**src/rtl/mmio_io_pkg.sv**
```systemverilog
// Shared constants and types for the MMIO LED/button hub: word address map, LED_CMD layout and
// the Galois LFSR step.
package mmio_io_pkg;

  localparam int unsigned AddrRand     = 5;
  localparam int unsigned AddrLedCmd   = 6;
  localparam int unsigned AddrBtnState = 7;
  localparam int unsigned AddrBtnEvent = 8;
  localparam int unsigned AddrLedState = 9;

  localparam logic [31:0] LfsrMask = 32'h8020_0003;

  // LED_CMD store word: bit0 = on, bits[8:1] = channel, bits[31:16] = duration in ticks.
  typedef struct packed {
    logic [15:0] duration;
    logic [6:0]  rsvd;
    logic [7:0]  channel;
    logic        on;
  } led_cmd_t;

  function automatic logic [31:0] lfsr_next(input logic [31:0] state);
    return (state >> 1) ^ (state[0] ? LfsrMask : 32'h0);
  endfunction

endpackage

```
**src/rtl/mmio_io_hub_if.sv**
```systemverilog
// Processor data-memory port as seen by the MMIO hub: store strobe, address, data and read-back.
interface mmio_io_hub_if #(
  parameter int unsigned ADDR_W = 12
) ();

  logic              wren;
  logic [ADDR_W-1:0] address;
  logic [31:0]       data_in;
  logic [31:0]       q_mmio;
  logic              hit;

  modport master (
    output wren,
    output address,
    output data_in,
    input  q_mmio,
    input  hit
  );

  modport slave (
    input  wren,
    input  address,
    input  data_in,
    output q_mmio,
    output hit
  );

endinterface

```
**src/rtl/btn_debounce.sv**
```systemverilog
// One button channel: two-flop synchroniser, hold-time debounce counter and accepted level,
// with a one-cycle rise pulse coincident with the accepted 0->1 flip.
module btn_debounce #(
  parameter int unsigned DEBOUNCE_CYC = 500000
) (
  input  logic clock,
  input  logic reset,
  input  logic raw,
  output logic level,
  output logic rise
);

  localparam int unsigned CntW = (DEBOUNCE_CYC > 0) ? $clog2(DEBOUNCE_CYC + 1) : 1;

  logic            sync1_q, sync2_q;
  logic            level_q, level_d;
  logic [CntW-1:0] cnt_q, cnt_d;
  logic            differs;
  logic            flip;

  assign differs = (sync2_q != level_q);
  assign flip    = differs && (cnt_q == CntW'(DEBOUNCE_CYC));

  always_comb begin
    cnt_d   = '0;
    level_d = level_q;
    if (flip) begin
      level_d = ~level_q;
    end else if (differs) begin
      cnt_d = cnt_q + CntW'(1);
    end
  end

  always_ff @(posedge clock) begin
    if (reset) begin
      sync1_q <= 1'b0;
      sync2_q <= 1'b0;
      level_q <= 1'b0;
      cnt_q   <= '0;
    end else begin
      sync1_q <= raw;
      sync2_q <= sync1_q;
      level_q <= level_d;
      cnt_q   <= cnt_d;
    end
  end

  assign level = level_q;
  assign rise  = flip & ~level_q;

endmodule

```
**src/rtl/mmio_io_hub.sv**
```systemverilog
// Memory-mapped I/O hub: RAND LFSR, self-timed LED pulses on a shared tick prescaler, debounced
// buttons with sticky W1C press events, and combinational register read-back.
module mmio_io_hub
  import mmio_io_pkg::*;
#(
  parameter int unsigned N_CH         = 4,
  parameter int unsigned ADDR_W       = 12,
  parameter int unsigned TICK_CYC     = 50000,
  parameter int unsigned DEBOUNCE_CYC = 500000,
  parameter logic [31:0] LFSR_SEED    = 32'h0000_ACE1
) (
  input  logic            clock,
  input  logic            reset,
  mmio_io_hub_if.slave    bus,
  input  logic [N_CH-1:0] buttons,
  output logic [N_CH-1:0] leds
);

  localparam int unsigned TickW = (TICK_CYC > 1) ? $clog2(TICK_CYC) : 1;

  // Address decode
  logic sel_rand, sel_led_cmd, sel_btn_state, sel_btn_event, sel_led_state;

  assign sel_rand      = (bus.address == ADDR_W'(AddrRand));
  assign sel_led_cmd   = (bus.address == ADDR_W'(AddrLedCmd));
  assign sel_btn_state = (bus.address == ADDR_W'(AddrBtnState));
  assign sel_btn_event = (bus.address == ADDR_W'(AddrBtnEvent));
  assign sel_led_state = (bus.address == ADDR_W'(AddrLedState));

  // Tick prescaler, free-running and untouched by commands
  logic [TickW-1:0] presc_q, presc_d;
  logic             tick;

  assign tick    = (presc_q == TickW'(TICK_CYC - 1));
  assign presc_d = tick ? '0 : presc_q + TickW'(1);

  // LFSR
  logic [31:0] lfsr_q;

  // LED command decode and per-channel timers
  led_cmd_t        cmd;
  logic            cmd_valid;
  logic [N_CH-1:0] leds_q, leds_d;
  logic [15:0]     timer_q [N_CH];
  logic [15:0]     timer_d [N_CH];
  logic            unused_cmd_rsvd;

  assign cmd             = led_cmd_t'(bus.data_in);
  assign cmd_valid       = bus.wren && sel_led_cmd && (32'(cmd.channel) < N_CH);
  assign unused_cmd_rsvd = ^cmd.rsvd;

  // A command on the expiry edge takes priority over the timer.
  always_comb begin
    leds_d  = leds_q;
    timer_d = timer_q;
    for (int unsigned c = 0; c < N_CH; c++) begin
      if (cmd_valid && (32'(cmd.channel) == c)) begin
        leds_d[c]  = cmd.on;
        timer_d[c] = cmd.on ? cmd.duration : 16'd0;
      end else if (tick && (timer_q[c] != 16'd0)) begin
        timer_d[c] = timer_q[c] - 16'd1;
        if (timer_q[c] == 16'd1) begin
          leds_d[c] = 1'b0;
        end
      end
    end
  end

  // Buttons
  logic [N_CH-1:0] btn_level;
  logic [N_CH-1:0] btn_rise;

  for (genvar g = 0; g < N_CH; g++) begin : g_btn
    btn_debounce #(
      .DEBOUNCE_CYC(DEBOUNCE_CYC)
    ) u_btn (
      .clock(clock),
      .reset(reset),
      .raw  (buttons[g]),
      .level(btn_level[g]),
      .rise (btn_rise[g])
    );
  end

  // Sticky events: a same-edge rise beats the W1C clear.
  logic [N_CH-1:0] evt_q, evt_d;
  logic [N_CH-1:0] w1c;

  always_comb begin
    w1c = '0;
    if (bus.wren && sel_btn_event) begin
      for (int unsigned i = 0; (i < N_CH) && (i < 32); i++) begin
        w1c[i] = bus.data_in[i];
      end
    end
    evt_d = (evt_q & ~w1c) | btn_rise;
  end

  always_ff @(posedge clock) begin
    if (reset) begin
      presc_q <= '0;
      lfsr_q  <= LFSR_SEED;
      leds_q  <= '0;
      evt_q   <= '0;
      for (int unsigned c = 0; c < N_CH; c++) begin
        timer_q[c] <= 16'd0;
      end
    end else begin
      presc_q <= presc_d;
      lfsr_q  <= lfsr_next(lfsr_q);
      leds_q  <= leds_d;
      evt_q   <= evt_d;
      timer_q <= timer_d;
    end
  end

  assign leds = leds_q;

  // Read-back; channels above bit 31 are not visible on the 32-bit bus.
  logic [31:0] lvl_rd, evt_rd, led_rd;

  always_comb begin
    lvl_rd = '0;
    evt_rd = '0;
    led_rd = '0;
    for (int unsigned i = 0; (i < N_CH) && (i < 32); i++) begin
      lvl_rd[i] = btn_level[i];
      evt_rd[i] = evt_q[i];
      led_rd[i] = leds_q[i];
    end
  end

  always_comb begin
    bus.q_mmio = 32'h0;
    bus.hit    = 1'b1;
    if (sel_rand) begin
      bus.q_mmio = lfsr_q;
    end else if (sel_btn_state) begin
      bus.q_mmio = lvl_rd;
    end else if (sel_btn_event) begin
      bus.q_mmio = evt_rd;
    end else if (sel_led_state) begin
      bus.q_mmio = led_rd;
    end else if (!sel_led_cmd) begin
      bus.hit = 1'b0;
    end
  end

endmodule

```
**src/flat_wrapper.sv**
```systemverilog
// flat-port wrapper written by rule: the top's interface ports become plain ports
module mmio_io_hub_flat import mmio_io_pkg::*;
#(
  parameter int unsigned N_CH         = 4,
  parameter int unsigned ADDR_W       = 12,
  parameter int unsigned TICK_CYC     = 50000,
  parameter int unsigned DEBOUNCE_CYC = 500000,
  parameter logic [31:0] LFSR_SEED    = 32'h0000_ACE1
)
  (clock, reset, buttons, leds, bus_wren, bus_address, bus_data_in, bus_q_mmio, bus_hit);
  mmio_io_hub_if #(.ADDR_W(ADDR_W)) bus_i ();
  input  logic clock;
  input  logic reset;
  input  logic [N_CH-1:0] buttons;
  output logic [N_CH-1:0] leds;
  input wire logic [$bits(bus_i.wren)-1:0] bus_wren;
  input wire logic [$bits(bus_i.address)-1:0] bus_address;
  input wire logic [$bits(bus_i.data_in)-1:0] bus_data_in;
  output wire logic [$bits(bus_i.q_mmio)-1:0] bus_q_mmio;
  output wire logic [$bits(bus_i.hit)-1:0] bus_hit;
  assign bus_i.wren = bus_wren;
  assign bus_i.address = bus_address;
  assign bus_i.data_in = bus_data_in;
  assign bus_q_mmio = bus_i.q_mmio;
  assign bus_hit = bus_i.hit;
  mmio_io_hub #(.N_CH(N_CH), .ADDR_W(ADDR_W), .TICK_CYC(TICK_CYC), .DEBOUNCE_CYC(DEBOUNCE_CYC), .LFSR_SEED(LFSR_SEED)) u_core (.clock(clock), .reset(reset), .bus(bus_i), .buttons(buttons), .leds(leds));
endmodule
```
**config.mk**
```make
export PLATFORM = sky130hd
export DESIGN_NAME = mmio_io_hub_flat
export DESIGN_NICKNAME = d
export VERILOG_FILES = /design/src/rtl/mmio_io_pkg.sv /design/src/rtl/mmio_io_hub_if.sv /design/src/rtl/btn_debounce.sv /design/src/rtl/mmio_io_hub.sv /design/src/flat_wrapper.sv
export SDC_FILE = /design/constraint.sdc
export NUM_CORES = 1
export LEC_CHECK = 0
export CAP_MARGIN = 20
export CORE_MARGIN = 10
export CORE_UTILIZATION = 52
export CTS_BUF_LIST = sky130_fd_sc_hd__clkbuf_16
export CTS_CLUSTER_SIZE = 24
export DETAILED_ROUTE_END_ITERATION = 7
export HOLD_SLACK_MARGIN = 0.12
export PLACE_DENSITY = 0.76
export SYNTH_ARGS = -nofsm -noshare
export SYNTH_HDL_FRONTEND = slang
export SYNTH_SLANG_ARGS = --single-unit
```
**constraint.sdc**
```tcl
create_clock -name clock -period 2.05 [get_ports clock]
set_input_delay 0.3075 -clock clock [delete_from_list [all_inputs] [get_ports clock]]
set_output_delay 0.3075 -clock clock [all_outputs]
set_load 0.01 [all_outputs]
```
After elaboration in Yosys (flattened, before gate mapping)
Cells that the tools add are included.
- bitwise gates (word level): 16
- $lt $le $gt $ge: 1
- add/sub/neg operators: 9
- multiply operators: 0
- reduce and logical (&&, ||, !) cells: 37
- equality and inequality tests: 21
- shift-type cells: 0
- div/mod/pow operators: 0
- mux-type cells: 32
- operator list (kind ; count):
    2-to-1 mux 16 bit ; 9
    2-to-1 mux 32 bit ; 4
    adder 19 x 1 -> 19 bit, second input constant ; 4
    equality test 19 bit, second input constant ; 4
    equality test 16 x 1 -> 1 bit, second input constant ; 4
    nonzero test 16 bit ; 4
    subtractor 16 x 1 -> 16 bit, second input constant ; 4
    equality test 12 x 3 -> 1 bit, second input constant ; 3
    XOR 31 x 32 -> 32 bit ; 1
    equality test 12 x 4 -> 1 bit, second input constant ; 2
    2-to-1 mux 1 bit ; 17
    adder 16 x 1 -> 16 bit, second input constant ; 1
    equality test 16 bit, second input constant ; 1
    equality test 8 x 2 -> 1 bit, second input constant ; 2
    nonzero test 2 bit ; 8
    logical AND 1 bit ; 15
    OR reduction 3 bit ; 4
    equality test 8 x 1 -> 1 bit, second input constant ; 1
    logical NOT 8 bit ; 1
    < comparator 8 x 3 -> 1 bit, second input constant ; 1
    2-to-1 mux 4 bit ; 2
    inverter 1 bit ; 8
    AND reduction 2 bit ; 4
    AND 1 bit ; 4
    5 further kinds ; 8
- bits in writable memories: 0
- latch bits: 0
- input port bits: 51
- ROM bits: 0
- memories kept: 0
- bits in registers: 208

Longest topological paths before layout
Gate-level depths: netlist of run 1.
- depth in word-level cells: 6
- gate-level depth with buffers: 9
- depth with buffers taken out: 8

By module
A second synthesis of run 1 with hierarchy kept.
- cell total of the unflattened synthesis: 1152
- area total of the unflattened synthesis: 10044.6 um2
- modules (own cells, without submodules) (module ; instances ; area an instance (um2) ; sequential area each (um2) ; cells an instance):
    mmio_io_hub ; 1 ; 6085.8 ; 2402.3 ; 704
    btn_debounce ; 4 ; 989.7 ; 440.4 ; 112

Worst setup path after synthesis of run 1
No wires, ideal clock.
- path kind: register to register
- start point: register u_core.presc_q[0]
- end point: register u_core.timer_q[22] (netlist name)
- arrival: 2.078 ns
- cell stages (with the launch flop): 9
- setup slack: -0.114 ns
- library setup time: 0.086 ns
- cells stage by stage: dfxtp_1 > ha_1 > and3_1 > nand4_1 > clkbuf_1 > or4_1 > nor3_1 > a21oi_1 > a211oi_1
- longest elaborated chain between the ends: 3
- ends and longest elaborated chain (element ; line ; source):
    start: declaration ; mmio_io_hub.sv:31 ; logic [TickW-1:0] presc_q, presc_d;
    start signal: assignment ; mmio_io_hub.sv:109 ; presc_q <= presc_d;
    equality test 16 bit ; mmio_io_hub.sv:34 ; assign tick = (presc_q == TickW'(TICK_CYC - 1));
    logical AND 1 bit ; mmio_io_hub.sv:60 ; end else if (tick && (timer_q[c] != 16'd0)) begin
    nonzero test 2 bit (no line) ; -- ;
    end signal: assignment ; mmio_io_hub.sv:113 ; timer_q <= timer_d;
    end: declaration ; mmio_io_hub.sv:44 ; logic [15:0] timer_q [N_CH];
Every way passes these cells.
A chain may end at the register's enable or synchronous reset.

Worst setup path in the final report of run 1
- start point: register u_core.timer_q[6] (netlist name)
- end point: register u_core.timer_q[11] (netlist name)
- longest elaborated chain between the ends: 3
- ends and longest elaborated chain (element ; line):
    subtractor 16 x 1 -> 16 bit / nonzero test 16 bit (equally long branches) ; mmio_io_hub.sv:61, mmio_io_hub.sv:60
    2-to-1 mux 16 bit / logical AND 1 bit (equally long branches) ; mmio_io_hub.sv:60
    2-to-1 mux 16 bit / nonzero test 2 bit (equally long branches) ; --
Several ways; a longest one is shown, not always the timed one. The select of a mux whose other input is x is not followed.

==> results of run 1 <==
[layout by cell type (no fill, tap or decap), drive strengths merged, types with 34 or more instances in the layout]
cell type,instances
xor2,60
nor2b,35
clkdlybuf4s50,34
xnor2,68
a21oi,46
nand2,79
buf,193
nor2,143
inv,40
nand3,53
dfxtp,208
[area by class of cell]
class / count / area share, %
clock buffers: 23 / 4.33
well taps: 229 / 2.15
flip-flops and latches: 208 / 31.4
inverters: 34 / 0.960
multi-input cells: 835 / 43.9
clock inverters: 18 / 1.09
repair buffers: 236 / 16.2
[Yosys cell counts, drive strengths merged, types with 2 or more instances]
master | instances | share of area [%]
dfxtp | 208 | 43
nor2 | 143 | 5.6
nand2 | 79 | 3.1
xnor2 | 68 | 6.2
xor2 | 60 | 5.5
nand3 | 53 | 2.8
a21oi | 46 | 2.4
clkbuf | 42 | 1.6
nor2b | 35 | 2.3
inv | 34 | 1.3
nor3 | 32 | 1.8
and2 | 31 | 2.0
o22ai | 31 | 2.0
nor4 | 30 | 2.0
or3 | 24 | 1.6
nand4 | 22 | 1.4
o21ai | 22 | 1.1
a211oi | 17 | 1.3
ha | 17 | 2.2
or4 | 14 | 1.1
nor4b | 12 | 1.1
or2 | 12 | 0.78
and3 | 11 | 0.72
nand2b | 11 | 0.72
nor3b | 9 | 0.70
nand4b | 7 | 0.64
a2111oi | 5 | 0.66
a21boi | 5 | 0.39
mux2 | 4 | 0.47
mux2i | 4 | 0.42
a221oi | 3 | 0.27
a31oi | 3 | 0.20
nand3b | 3 | 0.23
nor4bb | 3 | 0.31
a21o | 2 | 0.16
a31o | 2 | 0.18
and4 | 2 | 0.18
and4b | 2 | 0.21
o2bb2ai | 2 | 0.18
[state kept, by name, summed over array words and instances, names as in the netlist]
register	cells
u_core.g_btn.u_btn.cnt_q	76
u_core.timer_q	64
u_core.lfsr_q	32
u_core.presc_q	16
u_core.evt_q	4
u_core.g_btn.u_btn.level	4
u_core.g_btn.u_btn.sync1_q	4
u_core.g_btn.u_btn.sync2_q	4
u_core.leds	4
[through the flow]
stage | area, sq um | TNS, ps | utilization [%] | hold WS (ps) | std cells
global placement | 11600 | -56030 | 64.3 | 416 | 1518
floorplan | 9660 | -362 | - | 408 | 1120
finish | 13300 | -2820 | 73.5 | 339 | 1583
CTS | 12600 | -1600 | 69.9 | 334 | 1577
global route | 13300 | -7280 | 73.5 | 341 | 1583
detailed placement | 11600 | -65680 | 64.3 | 425 | 1518
[tightest hold or removal path, stage by stage]
cell and delay [ps]:
buf_2 200, buf_4 200, a21oi_1 100
[how the worst max path moves through the flow]
stage | slack, ps | startpoint | endpoint | depth (start not counted)
2_1_floorplan | -80 | u_core.presc_q[0] | u_core.timer_q[22] | 8
3_3_place_gp | -820 | bus_address[9] | bus_q_mmio[15] | 10
3_5_place_dp | -840 | bus_address[9] | bus_q_mmio[18] | 10
4_1_cts | -110 | bus_address[11] | bus_q_mmio[14] | 12
5_1_grt | -290 | u_core.presc_q[4] | u_core.timer_q[30] | 10
6_report | -160 | u_core.timer_q[6] | u_core.timer_q[11] | 6
[logic make-up after synthesis]
| kind of cell | count (synthesis) | share of synthesized area, % |
|---|---|---|
| buffers and inverters | 77 | 3.02 |
| and+or+nand+nor | 536 | 29.3 |
| DFF | 208 | 43.3 |
| xor gates and xnor gates | 128 | 11.6 |
| adders and majority gates | 17 | 2.21 |
| AOI/OAI and AO/OA | 146 | 9.69 |
| muxes | 8 | 0.884 |
[per-layer routing]
| layer | up-vias | part of all wire, % | wire (um) |
|---|---|---|---|
| met4 | 0 | 4.4 | 1300 |
| met3 | 104 | 7.1 | 2090 |
| met5 | - | 0 | 0 |
| met1 | 4337 | 40 | 11800 |
| met2 | 358 | 48 | 14300 |
| li1 | 4354 | - | - |
[power breakdown]
part,switching [uW],total [uW],internal (uW)
combinational,196,363,167
sequential,37.4,4130,4090
clock,1690,3990,2300
total,1920,8490,6570
[what timing repair did]
action                                  CTS  global route
resized for setup                       225           134
pin swaps                                28            51
endpoints found under the hold margin     0             0
setup buffers                            18             6
gates cloned                              3             3
endpoints found under the setup margin   88           107
==> impl_metrics.csv, run 1 <==
group,metric,value,unit
placement,io_buffers,80,
detailed_routing,drt_wl_total,29500,um
setup_path,slowest_stage,"or4_4",
die,pin_count,88,
yosys,synthDistinctLibCells,57,
layout,antenna_cells,0,
global_routing,groute.usage.overall,21.7,%
die,initial_core_util,53.2,%
yosys,yosys_warnings,0,
sta,hold_viol,0,
die,rows,49,
detailed_routing,first_pass_iters,5,
die,dieArea,24400,sq um
clock_tree,clock-sinks,208,
run_status,status,"finished, violations left",
global_routing,top_usage_layer,"met2",
power_and_ir_drop,p_leak,0.00490,uW
sta,setup_ws,-161,ps
layout,regArea,4170,sq um
power_and_ir_drop,power_density,638,nW/um^2
setup_path,crit_required,2490,ps
yosys,synthArstFlopShare,0,%
global_routing,use_met2,36.0,%
detailed_routing,routed_via_density,5.78,
sta,worst_pin_slew,653,ps
setup_path,r2r_cells,6,
yosys,seq_area_frac_synth,43.3,%
global_routing,antenna_found_initial,0,
sta,setup_violations,46,
clock_tree,cts_buffers,23,
setup_path,timing.rr.end,"u_core.timer_q[11]",
global_routing,grt_util_met3,4.16,%
yosys,netlist_instances,1120,
sta,maxSlewViolCount,0,
clock_tree,clk_pin_slew_worst_paths,60,ps
clock_tree,cts.path.max_buffers,3,
yosys,synthesis.nets,1188,
setup_path,r2r_setup_slack,-160,ps
layout,multi_input_area,5840,sq um
die,die_x,156,um
setup_path,crit_path_max_incr_delay,580,ps
detailed_routing,drc,0,
placement,dpl_worst_slack,-836,ps
detailed_routing,first_iter_violations,721,
global_routing,met1_usage,26.7,%
die,die_y,156,um
setup_path,end_kind,"register",
placement,place_hpwl,18600,um
run_status,violations,"setup timing",
sta,fmax,452,MHz
setup_path,path_delay_family,"simple AND/OR/NAND/NOR gates",
die,core_area,18100,sq um
sta,max_slew_margin,56.1,%
sta,grt_setup_unrepaired,"true",
sta,period_needed,2210,ps
detailed_routing,detail-route-antenna-nets,0,
setup_path,cp_max_fo,3,
layout,final.fill_count,1242,
setup_path,path_buf_inv,0,
power_and_ir_drop,power,8490,uW
yosys,synth_area_per_cell,8.59,sq um
power_and_ir_drop,ir_drop,0.616,mV
clock_tree,hold_buffers,0,
global_routing,grt_max_degree,25,
clock_tree,cts_tree,"yes",
layout,finalNetCount,1406,
layout,drive_gt1_share,26.7,%
min_path,hold_path.class,"input port to register",
yosys,synthFlopType,"dfxtp_1",
placement,gp_congestion,0.869,
setup_path,worst_r2r_startpoint,"u_core.timer_q[6]",
min_path,hold_start,"reset",
setup_path,crit_type,"register to register",
detailed_routing,num_vias,9153,
setup_path,arrival,2650,ps
min_path,holdPathStages,3,
yosys,syn_area,9620,sq um
setup_path,startpoint_type,"register",
clock_tree,clk_latency,510,ps
global_routing,grt_pass1_wl,43500,um
clock_tree,cts_root_buf,"clkbuf_16",
layout,syn_to_final_growth,38.2,%
yosys,synth_edf_count,0,
yosys,synth_seq_cells,208,
run,maxCapViolations,0,
global_routing,grt_pass1_vias,8727,
sta,timing.final.crit_share,108,%
sta,fin_worst_skew,12.7,ps
global_routing,grt.overflow.total,0,
setup_path,crit_chain,"or4_4 > or3_4 > a2111oi_4 > xnor2_1 > or3_1 > o21ai_1",
clock_tree,cts_max_level,1,
min_path,min_to,"u_core.evt_q[0]",
detailed_routing,wl_per_cell,18.6,um
Power figures use the tool's default switching activity.
==> inputs of run 2 (changes only) <==
CORE_MARGIN = unset   (was 10)
SLEW_MARGIN = 20   (was unset)
==> run 2 against run 1 <==
Net effect: the flow still finishes with violations (setup timing); clock power about the same; flip-flop and latch count stayed put; worst setup slack improved by 16 ps; combinational power barely moved; largest cell class unchanged; count of clock-buffer cells in the layout unchanged; worst hold slack worse by 120 ps; critical endpoint is now u_core.timer_q[45]; first-iteration DRC count decreased by 32%.
==> impl_metrics.csv, run 2 (synthesis results as in run 1) <==
group,metric,value,unit
setup_path,arrival,2580,ps
placement,io_buffers,80,
global_routing,groute.usage.overall,26.1,%
clock_tree,clock-sinks,208,
min_path,hold_path.class,"input port to register",
setup_path,cp_max_fo,5,
clock_tree,cts_root_buf,"clkbuf_16",
power_and_ir_drop,ir_drop,0.677,mV
clock_tree,hold_buffers,0,
detailed_routing,first_pass_iters,5,
clock_tree,clk_latency,520,ps
run,maxCapViolations,0,
die,die_y,138,um
sta,hold_viol,0,
placement,dpl_worst_slack,-943,ps
power_and_ir_drop,p_leak,0.00489,uW
layout,multi_input_area,5760,sq um
sta,maxSlewViolCount,0,
sta,grt_setup_unrepaired,"true",
sta,timing.final.crit_share,107,%
sta,fin_worst_skew,16.9,ps
placement,gp_congestion,0.887,
detailed_routing,routed_via_density,5.66,
setup_path,r2r_cells,8,
die,core_area,18000,sq um
detailed_routing,detail-route-antenna-nets,0,
sta,worst_pin_slew,727,ps
layout,reg_top3,"u_core.g_btn.u_btn.cnt_q: 76 flops, u_core.timer_q: 64 flops, u_core.lfsr_q: 32 flops",
die,die_x,138,um
run_status,violations,"setup timing",
placement,place_area,11700,sq um
layout,regArea,4170,sq um
detailed_routing,drc,0,
global_routing,grt_max_degree,24,
placement,place_hpwl,17300,um
placement,dp.cells,1527,
global_routing,grt.overflow.total,0,
clock_tree,cts_tree,"yes",
layout,final_common_cell,"dfxtp_1",
layout,drive_gt1_share,26.2,%
setup_path,crit_required,2430,ps
layout,syn_to_final_growth,37.1,%
clock_tree,cts.path.max_buffers,3,
detailed_routing,wl_per_cell,16.7,um
layout,final_util,73.2,%
clock_tree,cts_max_level,1,
global_routing,grt_pass1_vias,8590,
die,dieArea,19100,sq um
clock_tree,cts_buffers,23,
layout,largest_reg_flops,76,
die,rows,49,
sta,period_needed,2190,ps
sta,setup_ws,-144,ps
layout,max_flop_register,"u_core.g_btn.u_btn.cnt_q",
setup_path,crit_type,"register to register",
layout,antenna_cells,0,
layout,fin_cells,1585,
die,pin_count,88,
detailed_routing,num_vias,8969,
sta,whs,217,ps
layout,final_cell_mix,"dfxtp_1 (202), nor2_1 (139), buf_4 (135)",
detailed_routing,drt_wl_total,26500,um
global_routing,antenna_found_initial,1,
min_path,holdPathStages,2,
sta,setup_violations,34,
global_routing,grt_pass1_wl,41400,um
layout,fin_area,13200,sq um
setup_path,startpoint_type,"register",
die,initial_core_util,53.4,%
power_and_ir_drop,power_density,644,nW/um^2
layout,finalNetCount,1409,
sta,fmax,456,MHz
clock_tree,clk_pin_slew_worst_paths,60,ps
detailed_routing,first_iter_violations,493,
setup_path,end_kind,"register",
layout,final.fill_count,1295,
run_status,status,"finished, violations left",
sta,max_slew_margin,51.1,%
-- run 2: changes by cell type in the layout (fill, tap and decap cells not counted), moves of 3 or more --
cell	change
nand2_1	-3
buf_6	-13
a21oi_1	-3
buf_2	+6
nor3_2	+3
and2_1	+7
a21oi_2	+3
o21ai_1	-3
nor2_1	+3
and2_4	-7
nand2_2	+3
buf_4	+7
-- run 2: worst paths after layout --
path	endpoint	slack [ps]	from
setup reg to reg	u_core.timer_q[45]	-140	u_core.presc_q[5]
hold reg to reg	u_core.lfsr_q[2]	450	u_core.lfsr_q[3]
setup / recovery	u_core.timer_q[45]	-140	u_core.presc_q[5]
hold / removal	u_core.g_btn[2].u_btn.sync2_q	220	reset
-- run 2: cell type report --
class | instances | area share (%)
clock buffers | 23 | 4.36
clock inverters | 17 | 1.15
inverters | 34 | 0.968
multi-input cells | 835 | 43.6
flip-flops and latches | 208 | 31.6
well taps | 229 | 2.17
repair buffers | 239 | 16.1
-- run 2: routing by layer --
| layer | wire, um | GRT usage [%] |
|---|---|---|
| met1 | 11600 | 33.5 |
| met4 | 981 | 9.25 |
| met3 | 1260 | 3.60 |
| met5 | 17 | 0 |
| met2 | 12600 | 44.9 |
-- run 2: power by group --
part           internal, uW  leakage, uW  switching, uW
clock network          2310     0.000366           1680
registers              4100      0.00169           40.2
logic                   177      0.00283            187
total                  6580      0.00489           1910
-- run 2: stage by stage --
| stage | TNS (ps) | power, uW |
|---|---|---|
| after global routing | -5300 | 8750 |
| after detailed placement | -64110 | 4570 |
| after floorplan | -362 | 4340 |
| after global placement | -53820 | 4560 |
| final | -1600 | 8490 |
| after CTS | -967 | 8520 |
-- run 2: worst max-delay path, cell delays in order (launching register included) --
cell and delay (ps):
dfxtp_2 330, nor4bb_4 280, buf_4 160, buf_6 90
and4_4 280, nand4_1 280, or3_1 440, xor2_1 140
o22ai_1 80
-- run 2: timing repair --
action,CTS,global route
gates cloned,2,1
endpoints found under the setup margin,78,89
pin swaps,25,25
setup buffers,13,5
resized for setup,227,90
endpoints found under the hold margin,0,0
==> inputs of run 3 (changes only) <==
CORE_UTILIZATION = 55   (was 52)
PLACE_DENSITY = 0.77   (was 0.76)
SKIP_LAST_GASP = 1   (was unset)
clock period = 2.2 ns   (was 2.05 ns; I/O delays follow)
==> run 3 against run 2 <==
Net effect: the flow still finishes with violations (setup timing); flip-flop and latch count unchanged; die area decreased by 5.4%; global-route usage is 1.2 points higher; clock power fell by 9.3%; count of clock-buffer cells in the layout is the same; sequential share of layout area grew 1.8 points; clock skew is 7.6 ps lower; register-to-register slack gained 190 ps; via count shrank 3.2%; critical path depth up 4; combinational power is 14% lower; critical path type is now input port to primary output; critical endpoint is now bus_q_mmio[10].
==> impl_metrics.csv, run 3 (synthesis results as in run 1) <==
group,metric,value,unit
detailed_routing,drt_wl_total,24500,um
layout,max_flop_register,"u_core.g_btn.u_btn.cnt_q",
placement,dpl_worst_slack,-854,ps
sta,worst_pin_slew,612,ps
layout,reg_top3,"u_core.g_btn.u_btn.cnt_q: 76 flops, u_core.timer_q: 64 flops, u_core.lfsr_q: 32 flops",
clock_tree,clock-sinks,208,
detailed_routing,wl_per_cell,15.9,um
layout,antenna_cells,0,
global_routing,groute.usage.overall,27.3,%
detailed_routing,first_iter_violations,564,
sta,grt_setup_unrepaired,"true",
setup_path,end_kind,"primary output",
layout,final_cell_mix,"dfxtp_1 (203), nor2_1 (140), buf_4 (101)",
min_path,hold_path.class,"input port to register",
setup_path,worst_r2r_startpoint,"u_core.presc_q[5]",
sta,fin_worst_skew,9.34,ps
run_status,violations,"setup timing",
sta,maxSlewViolCount,0,
placement,gp_congestion,0.854,
layout,final.fill_count,1347,
sta,setup_ws,-47.1,ps
layout,drive_gt1_share,19.3,%
clock_tree,clk_pin_slew_worst_paths,60,ps
die,core_area,17200,sq um
die,dieArea,18000,sq um
run_status,status,"finished, violations left",
detailed_routing,drc,0,
layout,final_common_cell,"dfxtp_1",
global_routing,grt_pass1_wl,40100,um
run,maxCapViolations,0,
clock_tree,clk_latency,500,ps
setup_path,startpoint_type,"input port",
die,initial_core_util,56.0,%
clock_tree,cts_buffers,22,
sta,hold_viol,0,
setup_path,r2r_cells,8,
sta,period_needed,2250,ps
setup_path,crit_type,"input port to primary output",
die,die_x,134,um
layout,largest_reg_flops,76,
setup_path,crit_end,"bus_q_mmio[10]",
power_and_ir_drop,power_density,625,nW/um^2
die,rows,48,
layout,syn_to_final_growth,29.5,%
die,pin_count,88,
setup_path,arrival,1920,ps
detailed_routing,routed_via_density,5.64,
placement,io_buffers,80,
clock_tree,cts_root_buf,"clkbuf_16",
sta,timing.final.crit_share,102,%
detailed_routing,detail-route-antenna-nets,0,
setup_path,cp-startpoint,"bus_address[10]",
sta,fmax,445,MHz
layout,finalNetCount,1366,
global_routing,grt_max_degree,30,
power_and_ir_drop,ir_drop,0.609,mV
setup_path,timing.rr.end,"u_core.timer_q[45]",
power_and_ir_drop,p_leak,0.00459,uW
setup_path,cp_max_fo,5,
global_routing,grt_pass1_vias,8314,
detailed_routing,first_pass_iters,5,
die,die_y,134,um
sta,max_slew_margin,58.8,%
setup_path,r2r_setup_slack,50,ps
detailed_routing,num_vias,8680,
clock_tree,cts_tree,"yes",
clock_tree,cts.path.max_buffers,3,
clock_tree,cts_max_level,1,
sta,setup_tns,-256,ps
sta,setup_violations,10,
global_routing,grt.overflow.total,0,
placement,place_hpwl,16300,um
setup_path,crit_required,1870,ps
global_routing,antenna_found_initial,0,
## run 3: per-stage QoR
| stage | power [uW] | area [sq um] | util [%] | hold WS (ps) | instances |
|---|---|---|---|---|---|
| global route | 8030 | 12500 | 72.6 | 316 | 1538 |
| detailed placement | 4230 | 11300 | 66.0 | 424 | 1479 |
| CTS | 7830 | 12300 | 71.6 | 290 | 1531 |
| global placement | 4230 | 11300 | 66.0 | 426 | 1479 |
| floorplan | 4050 | 9620 | - | 408 | 1120 |
| finish | 7790 | 12500 | 72.6 | 315 | 1538 |
## run 3: worst max-delay path: stages
cell and delay, ps:
buf_6 100, nor4_4 250, buf_4 160, and2_4 160, nand3_4 90, nor2_4 120
buf_6 110, buf_12 120, buf_12 110, buf_16 100, and2_4 140, buf_6 100
## run 3: how the worst min path moves through the flow
stage                                        startpoint                       endpoint  slack, ps  cells after the start
after global placement    u_core.g_btn[3].u_btn.sync1_q  u_core.g_btn[3].u_btn.sync2_q        430                      1
final                                             reset             u_core.timer_q[15]        320                      2
after floorplan                       u_core.lfsr_q[11]              u_core.lfsr_q[10]        410                      1
after detailed placement  u_core.g_btn[3].u_btn.sync1_q  u_core.g_btn[3].u_btn.sync2_q        420                      1
after CTS                                         reset             u_core.timer_q[15]        290                      2
after global routing                              reset             u_core.timer_q[15]        320                      2
## run 3: area by class of cell
| class | instances | area (sq um) | share of cell area (%) |
|---|---|---|---|
| tap | 225 | 282 | 2.26 |
| inverter | 34 | 128 | 1.02 |
| clock inverter | 16 | 123 | 0.984 |
| multi-input combinational | 835 | 5370 | 43.1 |
| clock buffer | 23 | 576 | 4.62 |
| timing repair buffer | 197 | 1820 | 14.6 |
| sequential | 208 | 4170 | 33.5 |
## run 3: power by group
part / internal [uW] / switching [uW] / total [uW]
sequential: 3820 / 37.8 / 3850
combinational: 148 / 164 / 313
clock: 2120 / 1500 / 3620
## run 3: what timing repair did
action / in CTS / in global routing
cloned: 3 / 0
gates resized for setup: 204 / 31
endpoints found under the hold margin: 0 / 0
pin swaps: 20 / 12
hold buffers: 0 / 0
setup endpoints to repair: 40 / 54
setup buffers: 10 / 8
## run 3: layer usage
metal	up-vias	GRT usage, %	part of all wire, %
li1	4274	-	-
met1	4124	35.7	45
met2	212	45.8	46
met3	70	3.89	4.5
met4	0	10.2	3.7
met5	-	0	0
